==> config.mk <==
export PLATFORM = sky130hd
export DESIGN_NAME = p_unary_gen
export DESIGN_NICKNAME = d
export VERILOG_FILES = /design/src/rtl/p_unary_gen.sv
export SDC_FILE = /design/constraint.sdc
export NUM_CORES = 1
export LEC_CHECK = 0
export CAP_MARGIN = 20
export CORE_ASPECT_RATIO = 2
export CORE_MARGIN = 3
export CORE_UTILIZATION = 35
export DETAILED_ROUTE_END_ITERATION = 12
export PLACE_DENSITY = 0.52
export SLEW_MARGIN = 10
export SYNTH_ARGS = -nofsm -noshare
export SYNTH_HDL_FRONTEND = slang
export SYNTH_SLANG_ARGS = --single-unit
==> constraint.sdc <==
create_clock -name clk -period 1.8 [get_ports clk]
set_input_delay 0.18 -clock clk [delete_from_list [all_inputs] [get_ports clk]]
set_output_delay 0.18 -clock clk [all_outputs]
set_load 0.02 [all_outputs]
==> src/rtl/p_unary_gen.sv <==
// p_unary_gen: streaming thermometer-code generator behind a two-entry skid buffer.
// Each accepted count n becomes a W-bit code with the n low bits set, or its
// complement on request. Out-of-range counts are delivered as an all-zero code
// with an error flag, and a saturating counter records them.
module p_unary_gen #(
  parameter int unsigned W               = 16,
  parameter bit          P_COMPLIMENT_EN = 1'b1,
  localparam int unsigned NW             = $clog2(W + 1)
) (
  input  logic          clk,
  input  logic          rst,
  input  logic          i_in_vld,
  input  logic [NW-1:0] i_in_n,
  input  logic          i_in_inv,
  output logic          o_in_rdy,
  output logic          o_out_vld,
  output logic [W-1:0]  o_out_x,
  output logic          o_out_err,
  input  logic          i_out_rdy,
  output logic [7:0]    o_err_cnt
);

  typedef enum logic [1:0] {StEmpty, StOne, StFull} state_e;

  state_e         state_q, state_d;
  logic [W-1:0]   out_x_q, out_x_d;
  logic           out_err_q, out_err_d;
  logic [W-1:0]   skid_x_q, skid_x_d;
  logic           skid_err_q, skid_err_d;
  logic           in_rdy_q, in_rdy_d;
  logic           out_vld_q, out_vld_d;
  logic [7:0]     err_cnt_q, err_cnt_d;

  logic           accept;
  logic           drain;
  logic           n_legal;
  logic           eff_inv;
  logic [W-1:0]   therm;
  logic [W-1:0]   enc_x;
  logic           enc_err;

  // Encode the incoming count; zero and counts >= W carry no legal unary form.
  always_comb begin
    n_legal = (i_in_n != '0) && (i_in_n <= NW'(W - 1));
    eff_inv = i_in_inv & P_COMPLIMENT_EN;
    // Valid only for n < W, which is all that reaches enc_x when legal.
    therm   = ~({W{1'b1}} << i_in_n);
    enc_err = ~n_legal;
    if (!n_legal) begin
      enc_x = '0;
    end else if (eff_inv) begin
      enc_x = ~therm;
    end else begin
      enc_x = therm;
    end
  end

  // Handshake qualifiers; ready and valid are both taken from flops.
  always_comb begin
    accept = i_in_vld & in_rdy_q;
    drain  = out_vld_q & i_out_rdy;
  end

  // Skid-buffer occupancy, data movement and error counting.
  always_comb begin
    state_d    = state_q;
    out_x_d    = out_x_q;
    out_err_d  = out_err_q;
    skid_x_d   = skid_x_q;
    skid_err_d = skid_err_q;
    err_cnt_d  = err_cnt_q;

    unique case (state_q)
      StEmpty: begin
        if (accept) begin
          state_d   = StOne;
          out_x_d   = enc_x;
          out_err_d = enc_err;
        end
      end
      StOne: begin
        if (accept && !drain) begin
          state_d    = StFull;
          skid_x_d   = enc_x;
          skid_err_d = enc_err;
        end else if (accept && drain) begin
          out_x_d   = enc_x;
          out_err_d = enc_err;
        end else if (drain) begin
          state_d = StEmpty;
        end
      end
      StFull: begin
        // Input ready is low here, so only a drain can occur.
        if (drain) begin
          state_d   = StOne;
          out_x_d   = skid_x_q;
          out_err_d = skid_err_q;
        end
      end
      default: state_d = StEmpty;
    endcase

    if (accept && enc_err && (err_cnt_q != 8'hFF)) begin
      err_cnt_d = err_cnt_q + 8'd1;
    end

    in_rdy_d  = (state_d != StFull);
    out_vld_d = (state_d != StEmpty);
  end

  // State and registered outputs with synchronous reset.
  always_ff @(posedge clk) begin
    if (rst) begin
      state_q    <= StEmpty;
      out_x_q    <= '0;
      out_err_q  <= 1'b0;
      skid_x_q   <= '0;
      skid_err_q <= 1'b0;
      in_rdy_q   <= 1'b1;
      out_vld_q  <= 1'b0;
      err_cnt_q  <= 8'd0;
    end else begin
      state_q    <= state_d;
      out_x_q    <= out_x_d;
      out_err_q  <= out_err_d;
      skid_x_q   <= skid_x_d;
      skid_err_q <= skid_err_d;
      in_rdy_q   <= in_rdy_d;
      out_vld_q  <= out_vld_d;
      err_cnt_q  <= err_cnt_d;
    end
  end

  assign o_in_rdy  = in_rdy_q;
  assign o_out_vld = out_vld_q;
  assign o_out_x   = out_x_q;
  assign o_out_err = out_err_q;
  assign o_err_cnt = err_cnt_q;

endmodule

==> results.py <==
metrics = {
    "finish": {
        "layout.cells.most_common": "dfxtp_1",
        "diodes": 0,
        "nNetsFinal": 328,
        "utilization": 0.502,
        "finalInstanceArea_sq_um": 3090,
        "final_layout_size_suffix_gt1_frac": 0.148,
        "mostFrequentLayoutCells": "dfxtp_1 (46), nor2_1 (38), clkdlybuf4s50_1 (36)",
        "flow.area_growth_from_synthesis_pct": 36.5,
    },
    "global_routing": {
        "overflow": 0,
        "antenna_found_initial": 0,
        "grt_first_pass_wirelength_microns": 10300,
        "first_global_vias": 2126,
        "grt.total_usage": 0.170,
        "grt_max_degree": 50,
    },
    "sta": {
        "finalCriticalPeriod_ns": 1.65,
        "report.final.hold_viol_count": 0,
        "final_count_of_negative_setup_slack_endpoints": 0,
        "timing.slew.headroom": 0.750,
        "rsz_0062_raised_after_global_routing": "no",
        "final.period_utilization": 0.918,
        "slew_violations": 0,
        "peak_freq_ghz": 0.605,
        "maximum_clock_skew_at_final_layout_ns": 0.00405,
        "max_slew.worst_pin.slew_ns": 0.374,
        "hold-worst-slack_ns": 0.455,
        "fin_setup_tns_ns": 0,
        "postLayoutSetupSlackWorst_ns": 0.147,
    },
    "detailed_routing": {
        "drt_first_iter_violations": 81,
        "topRoutingLayerUsed": "met4",
        "m1WireLength_microns": 2520,
        "met3_wirelength_from_detailed_routing_microns": 148,
        "ant_nets": 0,
        "wl_per_cell_microns": 15.1,
        "route.detailed.drc": 0,
        "drt-pass1-iter-count": 4,
        "route.detailed.vias_per_inst": 5.35,
        "detailroute.via_count": 2144,
        "routed_wirelength_microns": 6060,
        "route.met2.wl_microns": 3300,
    },
    "placed_design": {
        "detailedPlacementHpwl_microns": 4210,
        "preCtsSetupSlack_ns": -0.264,
        "place_congestion": 0.785,
        "placedInstanceArea_sq_um": 2900,
        "port-buffer-count": 36,
    },
    "clock_network": {
        "clock_tree.root_cell": "clkbuf_16",
        "tritoncts.num_buffers": 5,
        "ctsHtreeMaxLevel": 2,
        "clock_tree_from_tritoncts": "done",
        "max_buffers_root_to_sink": 2,
        "cts_num_sinks": 46,
        "clock_pin_slew_on_the_worst_setup_and_hold_paths_ns": 0.06,
        "clk_latency_ns": 0.29,
    },
    "synth": {
        "nets_in_the_synthesized_netlist": 279,
        "post_synth_fa_ha_maj_area_fraction": 0.00553,
        "synth-xor-area-share": 0.0426,
        "postSynth.topFlopCell": "dfxtp_1",
        "yosys-mux-area-fraction": 0.0199,
        "ys_warn_count": 0,
        "synth-edff-count": 0,
        "seq_area_frac_synth": 0.407,
        "synth_compound_area_frac": 0.248,
        "synthDistinctLibCells": 50,
        "ff_latch_count_synth": 46,
        "dominant_combinational_cell_family_by_area_after_synthesis": "compound AO/OA/AOI/OAI gates",
        "post_synth_inst_count": 268,
        "synth_simple_gate_area_frac": 0.222,
        "syn-cell-area_sq_um": 2260,
        "synth_async_sr_flop_share": 0,
        "syn-mean-instance-area_sq_um": 8.45,
    },
    "setup_path": {
        "reg2reg_to": "o_err_cnt[1]$_SDFFE_PP0P_",
        "ff2ff_setup_slack_ns": 0.15,
        "critical_path_peak_fanout": 5,
        "critical_path.endpoint": "o_err_cnt[1]$_SDFFE_PP0P_",
        "path_class": "reg -> reg",
        "source_of_the_critical_timing_path": "o_err_cnt[0]$_SDFFE_PP0P_",
        "crit_arrival_ns": 1.84,
        "worst_setup_path_end_kind": "flip-flop",
        "worst_setup_path_start_kind": "flip-flop",
        "ff2ff_path_depth": 6,
        "startpoint_of_the_lowest_slack_register_to_register_path": "o_err_cnt[0]$_SDFFE_PP0P_",
        "critical_path_required_ns": 1.98,
    },
    "pwr": {
        "powerDensity_nw_per_um2": 979,
        "power_switching_share": 0.285,
        "ir_worst_vdd_mv": 0.614,
        "clock_power_share": 0.351,
        "p_int_mw": 2.16,
        "cellLeakagePower_nw": 1.10,
        "power_frac_seq": 0.390,
        "comb_power_share": 0.259,
        "netSwitchingPower_uw": 863,
    },
    "floorplanning": {
        "pin_count": 37,
        "start_util": 0.368,
        "die_width_microns": 62.9,
        "fp-row-count": 40,
        "die_area_sq_um": 7530,
        "dieHeight_microns": 120,
        "core_area_sq_um": 6160,
    },
    "hold_path": {
        "worst_hold_path_type": "reg -> reg",
    },
    "run_status": {
        "run_status": "finished clean",
    },
    "flow_run": {
        "drv.max_cap_violation_count": 0,
    },
}
-- critical path, cell delays in order, from the launching register on --
cell	delay (ns)
dfxtp_1	0.39
ha_1	0.18
and2_1	0.20
nor3b_1	0.33
buf_4	0.20
nor3b_1	0.05
o21ba_2	0.20
-- synth_stat cells (3+ instances only) --
library cell	instances	area share
dfxtp_1	46	0.41
nor2_1	38	0.063
a21oi_1	17	0.038
nor3_1	16	0.035
a221oi_1	12	0.046
a22oi_1	12	0.040
clkbuf_1	12	0.020
nand2_1	11	0.018
buf_2	9	0.020
xnor2_1	9	0.035
inv_1	7	0.012
a211oi_1	5	0.017
nand3_1	5	0.011
o31ai_1	5	0.017
mux2_2	4	0.020
nor2b_1	4	0.011
o21ai_0	4	0.0088
a211o_1	3	0.012
nand4_1	3	0.0083
nor3b_1	3	0.0099
nor4_1	3	0.0083
o41ai_1	3	0.012
or3_1	3	0.0083
or4_1	3	0.0099
-- logic make-up (layout without fill, tap and decap cells) --
group | Yosys count | count (layout)
and+or+nand+nor | 99 | 99
AOI/OAI and AO/OA | 77 | 77
DFF | 46 | 46
buffers and inverters | 30 | 79
xor gates and xnor gates | 11 | 11
muxes | 4 | 4
adders and majority gates | 1 | 1
-- through the flow --
| step | cells | power [mW] |
|---|---|---|
| final | 401 | 3.02 |
| after detailed placement | 393 | 1.99 |
| after global placement | 393 | 1.98 |
| after CTS | 400 | 3.08 |
| after global routing | 401 | 3.19 |
| after floorplan | 268 | 1.64 |
-- power groups by stage --
stage,combinational (mW),sequential [mW],clock [mW]
final,0.783,1.18,1.06
after global routing,0.862,1.19,1.14
after CTS,0.789,1.18,1.11
after detailed placement,0.785,1.20,0
after global placement,0.781,1.20,0
after floorplan,0.360,1.28,0
-- area by class of cell --
cell class | instances | area, sq um
Tap cell | 84 | 105
Sequential cell | 46 | 921
Multi-Input combinational cell | 192 | 1240
Clock inverter | 1 | 30.0
Fill cell | 620 | 3070
Inverter | 7 | 26.3
Clock buffer | 6 | 139
Timing Repair Buffer | 65 | 628
-- flip-flops by register name, summed over array words and instances, names as in the netlist --
| name | count |
|---|---|
| o_out_x | 16 |
| skid_err_q | 1 |
| o_out_vld | 1 |
| o_out_err | 1 |
| o_in_rdy | 1 |
| o_err_cnt | 8 |
| skid_x_q | 16 |
| state_q | 2 |
-- metal layers --
layer,up-vias,GRT usage
met4,0,0.0761
met2,39,0.317
met3,7,0.0318
met5,-,0
met1,1013,0.181
li1,1085,-
-- worst min path at each step --
stage	startpoint	to	slack (ns)	depth (start not counted)
CTS	o_out_err$_SDFFE_PP0P_	o_out_err$_SDFFE_PP0P_	0.46	2
global route	o_out_err$_SDFFE_PP0P_	o_out_err$_SDFFE_PP0P_	0.48	2
floorplan	rst	o_in_rdy$_SDFF_PP1_	0.31	1
global placement	skid_x_q[8]$_SDFFE_PP0P_	skid_x_q[8]$_SDFFE_PP0P_	0.45	2
finish	o_out_err$_SDFFE_PP0P_	o_out_err$_SDFFE_PP0P_	0.45	2
detailed placement	o_out_err$_SDFFE_PP0P_	o_out_err$_SDFFE_PP0P_	0.45	2
-- timing repair --
item / CTS / global route
hold endpoints to repair: 0 / 0
gates resized for setup: 0 / 4
endpoints found under the setup margin: 0 / 6
hold buffers: 0 / 0
buffers inserted: 0 / 1
No activity file was read; power rests on OpenSTA's default activity.
